==> config.mk <==
export PLATFORM = sky130hd
export DESIGN_NAME = alu_muldiv_seq
export DESIGN_NICKNAME = d
export VERILOG_FILES = /design/src/rtl/muldiv_pkg.sv /design/src/rtl/alu_muldiv_seq.sv
export SDC_FILE = /design/constraint.sdc
export NUM_CORES = 1
export LEC_CHECK = 0
export BUFFER_PORTS_ARGS = -buffer_cell sky130_fd_sc_hd__buf_4
export CELL_PAD_IN_SITES_DETAIL_PLACEMENT = 1
export CELL_PAD_IN_SITES_GLOBAL_PLACEMENT = 2
export CORE_ASPECT_RATIO = 1.5
export CORE_UTILIZATION = 34
export CTS_BUF_LIST = sky130_fd_sc_hd__clkbuf_8
export DETAILED_ROUTE_END_ITERATION = 12
export PLACE_DENSITY = 0.91
export SLEW_MARGIN = 0
export SYNTH_ARGS = -nofsm -noshare
export SYNTH_HDL_FRONTEND = slang
export SYNTH_SLANG_ARGS = --single-unit
==> constraint.sdc <==
create_clock -name clk_i -period 1.95 [get_ports clk_i]
set_input_delay 0.195 -clock clk_i [delete_from_list [all_inputs] [get_ports clk_i]]
set_output_delay 0.195 -clock clk_i [all_outputs]
set_load 0.02 [all_outputs]
==> src/rtl/muldiv_pkg.sv <==
// rtl/muldiv_pkg.sv - shared encodings for the iterative multiply/divide sequencer
//
// Purpose: op codes, sequencer state enum and ALU control constants used by
// alu_muldiv_seq. A subtract is issued to the external ALU as ADD with
// b-invert and carry-in both set (a + ~b + 1).
package muldiv_pkg;

   localparam logic [1:0] OP_MUL   = 2'b00;
   localparam logic [1:0] OP_MULHU = 2'b01;
   localparam logic [1:0] OP_DIVU  = 2'b10;
   localparam logic [1:0] OP_REMU  = 2'b11;

   typedef enum logic [1:0] {
      S_IDLE = 2'b00,
      S_ITER = 2'b01,
      S_DONE = 2'b10
   } state_t;

   localparam logic [3:0] ALU_OP_ADD     = 4'b0010;
   localparam logic       ALU_SUB_INVERT = 1'b1;
   localparam logic       ALU_SUB_CARRY  = 1'b1;

   // Divide-family ops share op[1] = 1.
   function automatic logic op_is_div(input logic [1:0] op);
      return op[1];
   endfunction

   // MULHU and REMU return the hi register, MUL and DIVU the lo register.
   function automatic logic op_takes_hi(input logic [1:0] op);
      return (op == OP_MULHU) || (op == OP_REMU);
   endfunction

endpackage

==> src/rtl/alu_muldiv_seq.sv <==
// rtl/alu_muldiv_seq.sv - iterative unsigned mul/div sequencer driving an external ALU
//
// Purpose: shift-add multiply and restoring divide, one ALU operation per
// cycle, N iterations per operation. The ALU itself lives in the parent.
// Optional build macro: MULDIV_ZERO_SKIP_EN (MUL/MULHU with a zero operand
// finish one cycle after accept with result 0).
//
// Ports:
//   clk_i, rst_ni            clock, synchronous active-low reset
//   start_i, op_i            request and op code (sampled only in IDLE)
//   rs1_i, rs2_i             multiplicand/dividend, multiplier/divisor
//   busy_o                   high from accept through the last ITER cycle
//   done_o                   one-cycle pulse, result_o valid
//   result_o, div_by_zero_o  result and divide-by-zero flag, held to next done
//   alu_a_o, alu_b_o         ALU operands
//   alu_c_o, alu_invert_o    ALU carry-in and b-invert
//   alu_op_o                 ALU operation code
//   alu_res_i, alu_c_i       ALU result and carry-out (same cycle)
module alu_muldiv_seq
   import muldiv_pkg::*;
#(
   parameter int N = 32
) (
   input  logic         clk_i,
   input  logic         rst_ni,
   input  logic         start_i,
   input  logic [1:0]   op_i,
   input  logic [N-1:0] rs1_i,
   input  logic [N-1:0] rs2_i,
   output logic         busy_o,
   output logic         done_o,
   output logic [N-1:0] result_o,
   output logic         div_by_zero_o,
   output logic [N-1:0] alu_a_o,
   output logic [N-1:0] alu_b_o,
   output logic         alu_c_o,
   output logic         alu_invert_o,
   output logic [3:0]   alu_op_o,
   input  logic [N-1:0] alu_res_i,
   input  logic         alu_c_i
);

   localparam int CW = $clog2(N);

   state_t        state_q;
   logic [1:0]    op_q;
   logic [N-1:0]  hi_q;
   logic [N-1:0]  lo_q;
   logic [N-1:0]  opnd_q;    // multiplicand (MUL) or divisor (DIV)
   logic [CW-1:0] cnt_q;
   logic [3:0]    alu_op_q;

   logic [N-1:0]  hi_nxt;
   logic [N-1:0]  lo_nxt;
   logic [N-1:0]  rem_r;
   logic          qbit;
   logic          start_div;
   logic          last_iter;

   assign start_div = op_is_div(op_i);
   assign last_iter = (cnt_q == CW'(N - 1));
   assign alu_op_o  = alu_op_q;

   // ALU drive and next hi/lo. The ALU result feeds straight back into the
   // registers, so operands must be combinational from the current hi/lo.
   always_comb begin
      alu_a_o      = '0;
      alu_b_o      = '0;
      alu_c_o      = 1'b0;
      alu_invert_o = 1'b0;
      rem_r        = {hi_q[N-2:0], lo_q[N-1]};
      qbit         = 1'b0;
      hi_nxt       = hi_q;
      lo_nxt       = lo_q;
      if (state_q == S_ITER) begin
         alu_b_o = opnd_q;
         if (op_is_div(op_q)) begin
            alu_a_o      = rem_r;
            alu_invert_o = ALU_SUB_INVERT;
            alu_c_o      = ALU_SUB_CARRY;
            // hi[N-1] set means the shifted remainder is >= 2^N, which always
            // exceeds the divisor even though the N-bit subtract borrows.
            qbit   = alu_c_i | hi_q[N-1];
            hi_nxt = qbit ? alu_res_i : rem_r;
            lo_nxt = {lo_q[N-2:0], qbit};
         end else begin
            alu_a_o = hi_q;
            if (lo_q[0]) begin
               hi_nxt = {alu_c_i, alu_res_i[N-1:1]};
               lo_nxt = {alu_res_i[0], lo_q[N-1:1]};
            end else begin
               hi_nxt = {1'b0, hi_q[N-1:1]};
               lo_nxt = {hi_q[0], lo_q[N-1:1]};
            end
         end
      end
   end

   always_ff @(posedge clk_i) begin
      if (!rst_ni) begin
         state_q       <= S_IDLE;
         op_q          <= OP_MUL;
         hi_q          <= '0;
         lo_q          <= '0;
         opnd_q        <= '0;
         cnt_q         <= '0;
         alu_op_q      <= '0;
         busy_o        <= 1'b0;
         done_o        <= 1'b0;
         div_by_zero_o <= 1'b0;
         result_o      <= '0;
      end else begin
         alu_op_q <= ALU_OP_ADD;
         case (state_q)
            S_IDLE: begin
               done_o <= 1'b0;
               if (start_i) begin
                  op_q   <= op_i;
                  hi_q   <= '0;
                  lo_q   <= start_div ? rs1_i : rs2_i;
                  opnd_q <= start_div ? rs2_i : rs1_i;
                  cnt_q  <= '0;
                  if (start_div && (rs2_i == '0)) begin
                     result_o      <= (op_i == OP_DIVU) ? '1 : rs1_i;
                     div_by_zero_o <= 1'b1;
                     done_o        <= 1'b1;
                     state_q       <= S_DONE;
                  end
`ifdef MULDIV_ZERO_SKIP_EN
                  else if (!start_div && ((rs1_i == '0) || (rs2_i == '0))) begin
                     result_o      <= '0;
                     div_by_zero_o <= 1'b0;
                     done_o        <= 1'b1;
                     state_q       <= S_DONE;
                  end
`endif
                  else begin
                     busy_o  <= 1'b1;
                     state_q <= S_ITER;
                  end
               end
            end
            S_ITER: begin
               hi_q  <= hi_nxt;
               lo_q  <= lo_nxt;
               cnt_q <= cnt_q + CW'(1);
               if (last_iter) begin
                  cnt_q         <= '0;
                  busy_o        <= 1'b0;
                  done_o        <= 1'b1;
                  div_by_zero_o <= 1'b0;
                  result_o      <= op_takes_hi(op_q) ? hi_nxt : lo_nxt;
                  state_q       <= S_DONE;
               end
            end
            S_DONE: begin
               done_o  <= 1'b0;
               state_q <= S_IDLE;
            end
            default: begin
               busy_o  <= 1'b0;
               done_o  <= 1'b0;
               state_q <= S_IDLE;
            end
         endcase
      end
   end

endmodule

# Yosys cells after proc, flatten, opt, wreduce, memory -nomap -nowiden
# Index checks and enable logic that the tools add are counted.
[word_totals]
reg_bits = 144
input_bits = 102
[classes]
n_mux = 41
n_addsub = 1
n_eq_ne = 10
bitwise = 2
reduce_logical = 10
[op_table]
columns = ["operator", "n"]
rows = [
  ["32-bit 2-to-1 mux", 17],
  ["32-bit case mux with 2 select lines", 3],
  ["32-bit zero test", 1],
  ["1-bit 2-to-1 mux", 10],
  ["5-bit 2-to-1 mux", 2],
  ["5-bit case mux with 2 select lines", 1],
  ["2-bit 2-to-1 mux", 4],
  ["2-bit inequality test (second input constant)", 4],
  ["4-bit AND reduction", 2],
  ["2-bit equality test (second input constant)", 3],
  ["2-bit AND reduction", 3],
  ["5-bit by 1-bit adder with 5-bit output (second input constant)", 1],
  ["5-bit equality test (second input constant)", 1],
  ["2-bit by 1-bit equality test with 1-bit output (second input constant)", 2],
  ["1-bit case mux with 2 select lines", 2],
  ["2-bit case mux with 2 select lines", 1],
  ["1-bit case mux with 3 select lines", 1],
  ["2-bit zero test", 1],
  ["2-bit nonzero test", 1],
  ["1-bit logical AND", 1],
  ["1-bit logical OR", 1],
  ["1-bit inverter", 1],
  ["1-bit OR", 1],
]

# Depth between registers and ports, before layout
# Gate-level depths: netlist (run 1).
[depth]
depth_word = 6
depth_mapped = 9
ltp_nobuf = 7

# Worst setup path before layout (run 1)
# OpenSTA, ideal clock, no wires.
[synth_path]
kind = "register -> output"
start = "register state_q[1]"
end = "output port alu_a_o[10]"
arrival_ns = 1.508
slack_ns = 0.247
path_buffers = 5
stages_incl_launch_ff = 8
cell_sequence = "dfxtp_1 clkbuf_2 nand2b_1 clkbuf_1 buf_2 buf_2 buf_2 nor2_1"
[synth_between]
elab_chain_len = 2
[synth_lines]
columns = ["element", "line_no", "rtl"]
rows = [
  ["start: declaration", "alu_muldiv_seq.sv:45", "state_t state_q;"],
  ["start signal: assignment", "alu_muldiv_seq.sv:101", "state_q <= S_IDLE;"],
  ["start signal: assignment", "alu_muldiv_seq.sv:127", "state_q <= S_DONE;"],
  ["start signal: assignment", "alu_muldiv_seq.sv:139", "state_q <= S_ITER;"],
  ["2-bit by 1-bit equality test with 1-bit output", "alu_muldiv_seq.sv:75", "if (state_q == S_ITER) begin"],
  ["32-bit 2-to-1 mux", "alu_muldiv_seq.sv:75", ""],
  ["end: declaration", "alu_muldiv_seq.sv:34", "output logic [N-1:0] alu_a_o,"],
]
# No other way between the ends.

# Worst setup path after layout (run 1)
[layout_path]
start = "register state_q[0]"
end = "register result_o[12]"
[layout_between]
elab_chain_len = 3
elab_cells_between_ends = 8
cone_classes = "eq/ne (4); mux (1); reduce/logical (3)"
[layout_lines]
columns = ["element", "line_no", "rtl"]
rows = [
  ["2-bit by 1-bit equality test with 1-bit output or 2-bit zero test (tied branches)", "alu_muldiv_seq.sv:75, alu_muldiv_seq.sv:114", ""],
  ["2-bit inequality test (no source line) or 2-bit nonzero test (tied branches)", "--", ""],
  ["4-bit AND reduction (no source line)", "--", ""],
  ["end signal: assignment", "alu_muldiv_seq.sv:124", "result_o <= (op_i == OP_DIVU) ? '1 : rs1_i;"],
  ["end signal: assignment", "alu_muldiv_seq.sv:152", "result_o <= op_takes_hi(op_q) ? hi_nxt : lo_nxt;"],
  ["end: declaration", "alu_muldiv_seq.sv:32", "output logic [N-1:0] result_o,"],
]
# Several ways; a longest one is shown, not always the timed one.
# A chain may end at the register's enable or synchronous reset.

==> results.txt, run 1 <==
Critical Path Max Stage Delay - 0.37 ns
Reg2Reg Setup Slack - 0.05 ns
Synth Area in Simple Gates - 0.157
Yosys reg bits - 141
Mapped Area - 0.00899 mm²
Critical R2R Launch - state_q[0]$_SDFFE_PN0P_
Max rail drop VDD - 469 µV
Max transition margin - 0.495
Status - completed
Vias in the first global route - 8943
CP startpoint - state_q[0]$_SDFFE_PN0P_
Residual DRC - 0
WP data required - 2.35 ns
Synth Area in XOR/XNOR - 0.00292
CTS clk-pin slew, worst paths - 0.08 ns
Final setup violation count - 0
Worst min path class - in -> reg
DR vias - 8687
Routed Wire Length - 32.8 mm
CP max stage cell - a22oi_1
Die Width - 135 µm
Clock skew - 0.0107 ns
Routed Antenna Nets - 0
Worst Path Max Fanout - 30
Max clock buf depth - 2
Async set-or-reset flop fraction in the synthesized netlist - 0
GR Util All Layers - 0.237
Worst path buffer plus inverter count - 3
Post-synth EDFFs - 0
Worst Path Arrival - 2.30 ns
DR WL met3 - 1.36 mm
Max H-tree Level - 4
Main synth FF type - dfxtp_1
Worst Hold Launch - op_i[1]
Layout cells sized above 1 - 0.270
Met1 Routed Length - 13.7 mm
Final Hold Fails - 0
PD cells - 670 mW/mm²
Worst Setup Start Kind - flop
Crit-path cells - buf_6 -> nor2b_4 -> buf_4 -> and3_1 -> buf_12 -> a22oi_1 -> o2111ai_1 -> mux2i_1
Slew Viols, Final - 0
First-pass GRT wire length - 50.0 mm
Yosys cell types - 46
Core Box Area - 0.0259 mm²
Unrepaired setup endpoints after global routing - true
Cts bufs inserted - 17
Placement Rows - 72
Sequential fraction of the synthesis area - 0.314
Area growth syn-to-layout - 31.6%
Pwr Total - 7940 µW
Synth top area share - 0.314
Vias/cell - 5.65
Sink Count - 141
Largest net degree at the start of global routing - 63
Compound-gate portion of the synthesized area - 0.209
Post-route cell area - 0.0118 mm²
Finished Layout Cells - 1538
Drt pass-1 iters - 5
Metal2 WL - 16.8 mm
Placed Cells - 1489
Antenna violations before repair - 2
Tmin final - 1.90 ns
Dpl cell area - 0.0110 mm²
CP Capture Type - flop
Aggregate global routing overflow - 0
Max_cap viols - 0
Port Buffers - 203
Clock latency on the worst-skew pair - 0.47 ns
CTS root buf - clkbuf_8
Synth Area in Adders - 0.00278
TritonCTS clock tree - built
Iteration-0 DRC Markers - 457
Dominant cells by area after synthesis - dfxtp_1 (31%), mux2i_1 (26%), nor2b_1 (5.7%)
CP top delay family - compound AO/OA/AOI/OAI gates
Fmax achieved - 527 MHz
Post-DP HPWL - 23.3 mm
Die footprint - 0.0271 mm²
Starting Density - 0.348
Final nets - 1295
Average size of a mapped cell - 8.89 µm²
Worst slew pin tran - 0.757 ns
DR top layer - met5
Cells after Synth - 1012
Overall die height - 201 µm
YS warnings - 0
Final period util - 0.973
Largest family of logic cells by synthesized area - multiplexers
GP Congestion - 0.873
Post-synth top area cell - dfxtp_1
Ports - 207
Mux share of post-synthesis cell area - 0.259
Wire length per cell - 21.3 µm
CP Class - reg -> reg
P_leak - 0.00520 µW
sequential cells by signal (all words and copies together) (netlist names):
name and flops:
op_q 2, hi_q 32, cnt_q 5, opnd_q 32, done_o 1, alu_op_o 1, lo_q 32, state_q 2
busy_o 1, result_o 32, div_by_zero_o 1
per-layer routing:
metal  vias up  track usage
li1       4074            -
met1      4351        0.284
met2       209        0.415
met3        51       0.0413
met4         2       0.0879
met5         -            0
final timing paths:
check / to / cells past startpoint
worst max-delay path: result_o[12]$_SDFFE_PN0P_ / 8
worst max register to register: result_o[12]$_SDFFE_PN0P_ / 8
worst min-delay path: op_q[1]$_SDFFE_PN0P_ / 3
worst min register to register: state_q[1]$_SDFFE_PN0P_ / 1
placed cells by master, fill, tap and decap left out, types with 18 or more instances in the layout:
cell type | synthesis | layout
o2111ai_1 | 30 | 29
buf_4 | 8 | 228
a22oi_1 | 63 | 58
o211a_1 | 32 | 32
a211o_1 | 18 | 18
a211oi_1 | 37 | 37
nor2b_1 | 82 | 81
a21oi_1 | 34 | 34
nand2_1 | 96 | 94
dfxtp_1 | 141 | 137
mux2i_1 | 232 | 229
and2_1 | 37 | 32
clkbuf_8 | 0 | 20
nor2_1 | 42 | 40
power breakdown:
group          internal [µW]  switching, µW  total, µW  leakage (µW)
Sequential              3090            183       3270       0.00116
Clock                   1210           1150       2350      0.000217
Combinational           1060           1250       2310       0.00383
synthesized netlist by cell type (all sizes together) (2+ instances only):
cell type	n
and2	37
dfxtp	141
a211o	18
nand2	96
inv	2
nor3	2
o211a	32
nand4	2
nor2	43
a22oi	63
clkbuf	58
nand3	2
o21ai	7
mux2i	232
xor2	2
a21oi	34
buf	48
ha	2
o211ai	2
a21boi	5
o22ai	13
o2111ai	30
nor4	6
nor2b	82
and3	2
a211oi	37
nand2b	2
repair_timing:
| action | 4_1_cts | 5_1_grt |
|---|---|---|
| hold buffers | 1 | 0 |
| endpoints found under the hold margin | 1 | 0 |
| gates resized for setup | 20 | 24 |
| gates cloned | 2 | 4 |
| endpoints found under the setup margin | 65 | 74 |
| buffers inserted | 5 | 4 |
metrics by stage:
step	setup slack [ns]	util	hold slack [ns]	TNS [ns]
floorplan	0.247	-	0.223	0
global placement	-0.0228	0.426	0.449	-0.312
detailed placement	-0.0718	0.426	0.457	-0.691
CTS	-0.0278	0.449	0.0606	-0.0651
global route	-0.0208	0.458	0.0749	-0.160
finish	0.0517	0.458	0.0705	0
cell families (layout without fill, tap and decap cells):
logic type,Yosys count,in the layout
AO/OA/AOI/OAI,246,246
XOR/XNOR,3,3
adder cells (fa/ha/maj),2,2
buffers and inverters,108,298
flip-flops,141,141
multiplexers,233,233
other,1,4
AND/OR/NAND/NOR,278,278
worst register-to-register path, delay by kind of cell, from the launching register on:
kind | cells | cell delay [ns]
DFF | 1 | 0.36
and+or+nand+nor | 2 | 0.35
buffers and inverters | 3 | 0.44
muxes | 1 | 0.14
AOI/OAI and AO/OA | 2 | 0.54
area by class of cell:
type                            count  area, µm²
Antenna cell                        1       2.50
Clock buffer                       20        275
Clock inverter                     12        105
Fill cell                        2974      14000
Inverter                            2       7.51
Multi-Input combinational cell    765       5790
Sequential cell                   141       2830
Tap cell                          333        417
Timing Repair Buffer              264       2400
No activity file was read; power rests on OpenSTA's default activity.
==> run 2: changes to the inputs <==
--- a/config.mk
+++ b/config.mk
@@ -5,14 +5,15 @@
 export SDC_FILE = /design/constraint.sdc
 export NUM_CORES = 1
 export LEC_CHECK = 0
+export ABC_AREA = 1
 export BUFFER_PORTS_ARGS = -buffer_cell sky130_fd_sc_hd__buf_4
 export CELL_PAD_IN_SITES_DETAIL_PLACEMENT = 1
 export CELL_PAD_IN_SITES_GLOBAL_PLACEMENT = 2
 export CORE_ASPECT_RATIO = 1.5
-export CORE_UTILIZATION = 34
+export CORE_UTILIZATION = 29
 export CTS_BUF_LIST = sky130_fd_sc_hd__clkbuf_8
 export DETAILED_ROUTE_END_ITERATION = 12
-export PLACE_DENSITY = 0.91
+export PLACE_DENSITY = 0.9
 export SLEW_MARGIN = 0
 export SYNTH_ARGS = -nofsm -noshare
 export SYNTH_HDL_FRONTEND = slang
==> results.txt, run 2 <==
Die Width - 147 µm (was 135 µm)
Slew Viols, Final - 0 (unchanged)
Mapped Area - 0.00909 mm² (was 0.00899 mm²)
Residual DRC - 0 (unchanged)
CP Class - reg -> out (was reg -> reg)
Fmax achieved - 527 MHz (about the same)
Utilization after layout - 0.377 (was 0.458)
Placement Rows - 79 (was 72)
CP Capture Type - primary output (was flop)
Max H-tree Level - 4 (unchanged)
YS warnings - 0 (unchanged)
CP max stage cell - dfxtp_2 (was a22oi_1)
DR top layer - met4 (was met5)
Combinational power share - 0.464 (was 0.291)
Routed Wire Length - 38.0 mm (was 32.8 mm)
Final setup violation count - 0 (unchanged)
Final Hold Fails - 0 (unchanged)
Main synth FF type - dfxtp_1 (unchanged)
Cells after Synth - 1534 (was 1012)
Aggregate global routing overflow - 0 (unchanged)
Status - completed (unchanged)
Average size of a mapped cell - 5.93 µm² (was 8.89 µm²)
Clock skew - 0.0149 ns (was 0.0107 ns)
Max_cap viols - 0 (unchanged)
Final period util - 0.974 (was 0.973)
Drt pass-1 iters - 5 (unchanged)
Tmin final - 1.90 ns (about the same)
First-pass GRT wire length - 58.1 mm (was 50.0 mm)
Worst path buffer plus inverter count - 4 (was 3)
TritonCTS clock tree - built (unchanged)
Dpl cell area - 0.0110 mm² (about the same)
Pwr Total - 11800 µW (was 7940 µW)
WP data required - 1.75 ns (was 2.35 ns)
Metal2 WL - 19.1 mm (was 16.8 mm)
Die footprint - 0.0321 mm² (was 0.0271 mm²)
Largest net degree at the start of global routing - 96 (was 63)
P_leak - 0.00523 µW (was 0.00520 µW)
Post-synth EDFFs - 0 (unchanged)
Max rail drop VDD - 549 µV (was 469 µV)
CTS root buf - clkbuf_8 (unchanged)
Wire length per cell - 18.1 µm (was 21.3 µm)
Iteration-0 DRC Markers - 547 (was 457)
Antenna violations before repair - 0 (was 2)
Max clock buf depth - 2 (unchanged)
DR vias - 10.6k (was 8687)
CTS clk-pin slew, worst paths - 0.09 ns (was 0.08 ns)
Fill cells - 4060 (was 2974)
Clock latency on the worst-skew pair - 0.48 ns (was 0.47 ns)
Flop pwr share - 0.317 (was 0.412)
Met1 Routed Length - 15.8 mm (was 13.7 mm)
Crit-path cells - inv_2 -> nor2_8 -> clkinv_4 -> buf_12 -> a21oi_1 -> buf_4 (was buf_6 -> nor2b_4 -> buf_4 -> and3_1 -> buf_12 -> a22oi_1 -> o2111ai_1 -> mux2i_1)
Synth top cells by count - nand2_1 (452), a21oi_1 (275), dfxtp_1 (141) (was mux2i_1 (232), dfxtp_1 (141), nand2_1 (96))
Switch Pwr - 5100 µW (was 2590 µW)
Critical Path Max Stage Delay - 0.36 ns (was 0.37 ns)
DR WL met3 - 1.27 mm (was 1.36 mm)
Sequential fraction of the synthesis area - 0.311 (was 0.314)
Async set-or-reset flop fraction in the synthesized netlist - 0 (unchanged)
GR Util All Layers - 0.234 (was 0.237)
Sink Count - 141 (unchanged)
Yosys cell types - 29 (was 46)
Yosys reg bits - 141 (unchanged)
Worst Setup Start Kind - flop (unchanged)
Count leader, synth - nand2_1 (was mux2i_1)
Routed Antenna Nets - 0 (unchanged)
Post-route cell area - 0.0117 mm² (was 0.0118 mm²)
Worst min path class - in -> reg (unchanged)
Sw Share - 0.431 (was 0.326)
Most common cell after layout, fill and taps aside - nand2_1 (was mux2i_1)
Commonest cells after routing, fill and taps aside - nand2_1 (451), a21oi_1 (269), buf_4 (232) (was mux2i_1 (229), buf_4 (228), dfxtp_1 (137))
Worst Path Arrival - 1.70 ns (was 2.30 ns)
Cts bufs inserted - 17 (unchanged)
Area growth syn-to-layout - 28.5% (was 31.6%)
Core Box Area - 0.0309 mm² (was 0.0259 mm²)
Post-DP HPWL - 27.8 mm (was 23.3 mm)
PD cells - 1010 mW/mm² (was 670 mW/mm²)
P_int - 6720 µW (was 5350 µW)
Post-synth top area cell - dfxtp_1 (unchanged)
Dominant cells by area after synthesis - dfxtp_1 (31%), nand2_1 (19%), a21oi_1 (15%) (was dfxtp_1 (31%), mux2i_1 (26%), nor2b_1 (5.7%))
Synth top area share - 0.311 (was 0.314)
Placed Cells - 2064 (was 1489)
Layout cells sized above 1 - 0.185 (was 0.270)
Vias in the first global route - 10.5k (was 8943)
Setup_tns - 0 ns (unchanged)
Ports - 207 (unchanged)
CP top delay family - buffers and inverters (was compound AO/OA/AOI/OAI gates)
Final nets - 1791 (was 1295)
GP Congestion - 0.886 (was 0.873)
Clk network pwr share - 0.219 (was 0.297)
Vias/cell - 5.04 (was 5.65)
Finished Layout Cells - 2106 (was 1538)
Port Buffers - 203 (unchanged)
Overall die height - 219 µm (was 201 µm)
Unrepaired setup endpoints after global routing - true (unchanged)
Worst Path Max Fanout - 34 (was 30)
Starting Density - 0.294 (was 0.348)
[run 2: cell count changes after synthesis, moves of 37 or more]
cell      before  now
a211oi_1      37    0
a21oi_1       34  275
a22oi_1       63    1
and2_1        37    0
inv_1          2  126
mux2i_1      232    0
nand2_1       96  452
nand3_1        2  105
nor2_1        42  130
nor2b_1       82    0
o21ai_0        6  101
[run 2: metal layers]
layer,vias up,track usage
li1,5282,-
met1,5017,0.273
met2,247,0.416
met3,62,0.0293
met4,0,0.122
met5,-,0
[run 2: what timing repair did]
action | 4_1_cts | 5_1_grt
hold buffers | 1 | 0
cloned | 2 | 1
hold endpoints to repair | 1 | 0
endpoints found under the setup margin | 48 | 57
resized for setup | 14 | 17
buffers inserted | 1 | 5
pin swaps | 1 | 3
[run 2: cell type report]
type,count,area [µm²],share of cell area
well taps,405,507,0.0434
multi-input cells,1136,5160,0.442
inverters,134,513,0.0439
repair buffers,257,2250,0.192
clock buffers,20,275,0.0236
clock inverters,12,146,0.0125
flip-flops and latches,141,2830,0.242
diodes,1,2.50,0.000214
[run 2: final timing paths]
check                                           startpoint                    endpoint  slack [ns]  depth (start not counted)
worst max-delay path               state_q[0]$_SDFFE_PN0P_                 alu_a_o[29]        0.05                          6
worst min-delay path                             rs2_i[14]     opnd_q[14]$_SDFFE_PN0P_        0.03                          3
worst max register to register       cnt_q[0]$_SDFFE_PN0P_   result_o[14]$_SDFFE_PN0P_        0.14                         10
worst min register to register  div_by_zero_o$_SDFFE_PN0P_  div_by_zero_o$_SDFFE_PN0P_        0.47                          2
[run 2: logic make-up after synthesis]
logic type	after synthesis	synth area share
AO/OA/AOI/OAI	432	0.252
AND/OR/NAND/NOR	698	0.307
adder cells (fa/ha/maj)	2	0.00275
flip-flops	141	0.311
other	1	0.000413
buffers and inverters	259	0.127
XOR/XNOR	1	0.000964
[run 2: power by group through the flow]
stage / Combinational (µW) / Clock [µW] / Sequential, µW
after floorplan: 3220 / 0 / 3840
after global placement: 5100 / 0 / 3790
after detailed placement: 5200 / 0 / 3810
after CTS: 5400 / 2650 / 3750
after global routing: 6010 / 2780 / 3810
final: 5490 / 2580 / 3750
[run 2: worst min-delay path, delay by kind of cell]
| family | cells | cell delay (ns) |
|---|---|---|
| AOI/OAI and AO/OA | 2 | 0.18 |
| buffers and inverters | 1 | 0.09 |
[run 2: stage by stage]
stage,setup slack (ns),hold WS [ns]
6_report,0.0512,0.0267
5_1_grt,-0.00739,0.0312
4_1_cts,-0.0109,0.00320
3_5_place_dp,0.105,0.458
3_3_place_gp,0.153,0.452
2_1_floorplan,0.144,0.223
==> run 3: changes to the inputs <==
--- a/config.mk
+++ b/config.mk
@@ -10,6 +10,7 @@
 export CELL_PAD_IN_SITES_DETAIL_PLACEMENT = 1
 export CELL_PAD_IN_SITES_GLOBAL_PLACEMENT = 2
 export CORE_ASPECT_RATIO = 1.5
+export CORE_MARGIN = 1.5
 export CORE_UTILIZATION = 29
 export CTS_BUF_LIST = sky130_fd_sc_hd__clkbuf_8
 export DETAILED_ROUTE_END_ITERATION = 12
==> results.txt, run 3 (synthesis results as in run 2) <==
Status - completed (unchanged)
Worst Path Max Fanout - 5 (was 34)
Post-DP HPWL - 28.6 mm (was 27.8 mm)
Final Hold Fails - 0 (unchanged)
Routed Antenna Nets - 0 (unchanged)
Worst slew pin tran - 0.559 ns
Largest net degree at the start of global routing - 88 (was 96)
PD cells - 1020 mW/mm² (was 1010 mW/mm²)
GR Util All Layers - 0.243 (was 0.234)
Worst Setup Start Kind - flop (unchanged)
Antenna violations before repair - 1 (was 0)
Die footprint - 0.0324 mm² (was 0.0321 mm²)
Die Width - 148 µm (was 147 µm)
First-pass GRT wire length - 60.5 mm (was 58.1 mm)
Wire length per cell - 19.4 µm (was 18.1 µm)
Post-route cell area - 0.0121 mm² (was 0.0117 mm²)
Residual DRC - 0 (unchanged)
Placement Rows - 79 (unchanged)
CP Class - reg -> out (unchanged)
Slew Viols, Final - 0 (unchanged)
Port Buffers - 203 (unchanged)
P_leak - 0.00538 µW (was 0.00523 µW)
Dpl cell area - 0.0110 mm² (about the same)
WP data required - 1.75 ns (about the same)
Worst min path class - in -> reg (unchanged)
Cts bufs inserted - 17 (unchanged)
Drt pass-1 iters - 4 (was 5)
Utilization after layout - 0.392 (was 0.377)
Routed Wire Length - 41.3 mm (was 38.0 mm)
Aggregate global routing overflow - 0 (unchanged)
GP Congestion - 0.844 (was 0.886)
Sink Count - 141 (unchanged)
Max_cap viols - 0 (unchanged)
Iteration-0 DRC Markers - 472 (was 547)
CTS clk-pin slew, worst paths - 0.09 ns (about the same)
Pwr Total - 12400 µW (was 11800 µW)
Ports - 207 (unchanged)
Reg2Reg Depth - 9 (was 10)
Most common cell after layout, fill and taps aside - nand2_1 (unchanged)
Commonest cells after routing, fill and taps aside - nand2_1 (451), a21oi_1 (258), buf_4 (236) (was nand2_1 (451), a21oi_1 (269), buf_4 (232))
Worst Hold Path Cells - 3 (unchanged)
Clock skew - 0.0102 ns (was 0.0149 ns)
DR vias - 10.9k (was 10.6k)
Max rail drop VDD - 621 µV (was 549 µV)
TritonCTS clock tree - built (unchanged)
Fmax achieved - 522 MHz (was 527 MHz)
Final nets - 1814 (was 1791)
Layout cells sized above 1 - 0.199 (was 0.185)
Starting Density - 0.294 (unchanged)
Overall die height - 220 µm (was 219 µm)
CP Capture Type - primary output (unchanged)
Vias/cell - 5.12 (was 5.04)
Max H-tree Level - 4 (unchanged)
Unrepaired setup endpoints after global routing - true (unchanged)
Critical Path Max Stage Delay - 0.38 ns (was 0.36 ns)
Worst Path Arrival - 1.72 ns (was 1.70 ns)
Max clock buf depth - 2 (unchanged)
Core Box Area - 0.0309 mm² (unchanged)
CP max stage cell - dfxtp_4 (was dfxtp_2)
Clock latency on the worst-skew pair - 0.50 ns (was 0.48 ns)
Area growth syn-to-layout - 33.3% (was 28.5%)
Crit-path cells - inv_4 -> nor2_8 -> clkbuf_16 -> o21ai_1 -> a21oi_1 -> buf_4 (was inv_2 -> nor2_8 -> clkinv_4 -> buf_12 -> a21oi_1 -> buf_4)
Max transition margin - 0.627
Tmin final - 1.91 ns (was 1.90 ns)
CTS root buf - clkbuf_8 (unchanged)
Final period util - 0.982 (was 0.974)
Vias in the first global route - 10.7k (was 10.5k)
Final setup violation count - 0 (unchanged)
run 3: timing repair:
action,CTS,global route
setup buffers,2,6
endpoints found under the hold margin,15,0
hold buffers,15,0
pin swaps,3,2
cloned,4,8
setup endpoints to repair,54,98
resized for setup,21,39
run 3: worst max-delay path: cells and delay by family (launching register included):
kind / cells / cell delay, ns
flops: 1 / 0.38
buf+inv: 3 / 0.43
simple gates: 1 / 0.17
compound gates: 2 / 0.25
run 3: power by group:
group          total, µW  switching [µW]  internal (µW)  leakage, µW
Combinational       5950            3770           2180      0.00403
Sequential          3800             413           3380      0.00116
Clock               2670            1390           1280     0.000199
run 3: routing by layer:
metal	vias up	wire length, µm	global-route usage
li1	5338	-	-
met1	5191	16700	0.282
met2	302	20800	0.427
met3	69	1780	0.0371
met4	0	2040	0.131
met5	-	0	0
run 3: final cells by class:
class                      instances  area, µm²
fill                            4031      18800
multi-input combinational       1136       5260
sequential                       141       2830
timing repair buffer             280       2570
inverter                         134        518
tap                              405        507
clock buffer                      17        234
clock inverter                    15        190
antenna                            1       2.50
run 3: worst paths after layout:
check                                        startpoint                         to  slack, ns
worst max-delay path            state_q[0]$_SDFFE_PN0P_                 alu_a_o[0]       0.04
worst min-delay path                          rs2_i[29]    opnd_q[29]$_SDFFE_PN0P_       0.02
worst max register to register  state_q[1]$_SDFFE_PN0P_  result_o[16]$_SDFFE_PN0P_       0.08
worst min register to register      busy_o$_SDFFE_PN0P_        busy_o$_SDFFE_PN0P_       0.47
run 3: per-stage QoR:
stage          TNS (ns)  cells  hold slack, ns  setup WS [ns]
2_1_floorplan         0   1536           0.223          0.144
3_3_place_gp          0   2062           0.453       0.000145
3_5_place_dp     -0.172   2062           0.460        -0.0945
4_1_cts          -0.609   2114        0.000697        -0.0684
5_1_grt         -0.0185   2129          0.0148        -0.0107
6_report              0   2129          0.0216         0.0357
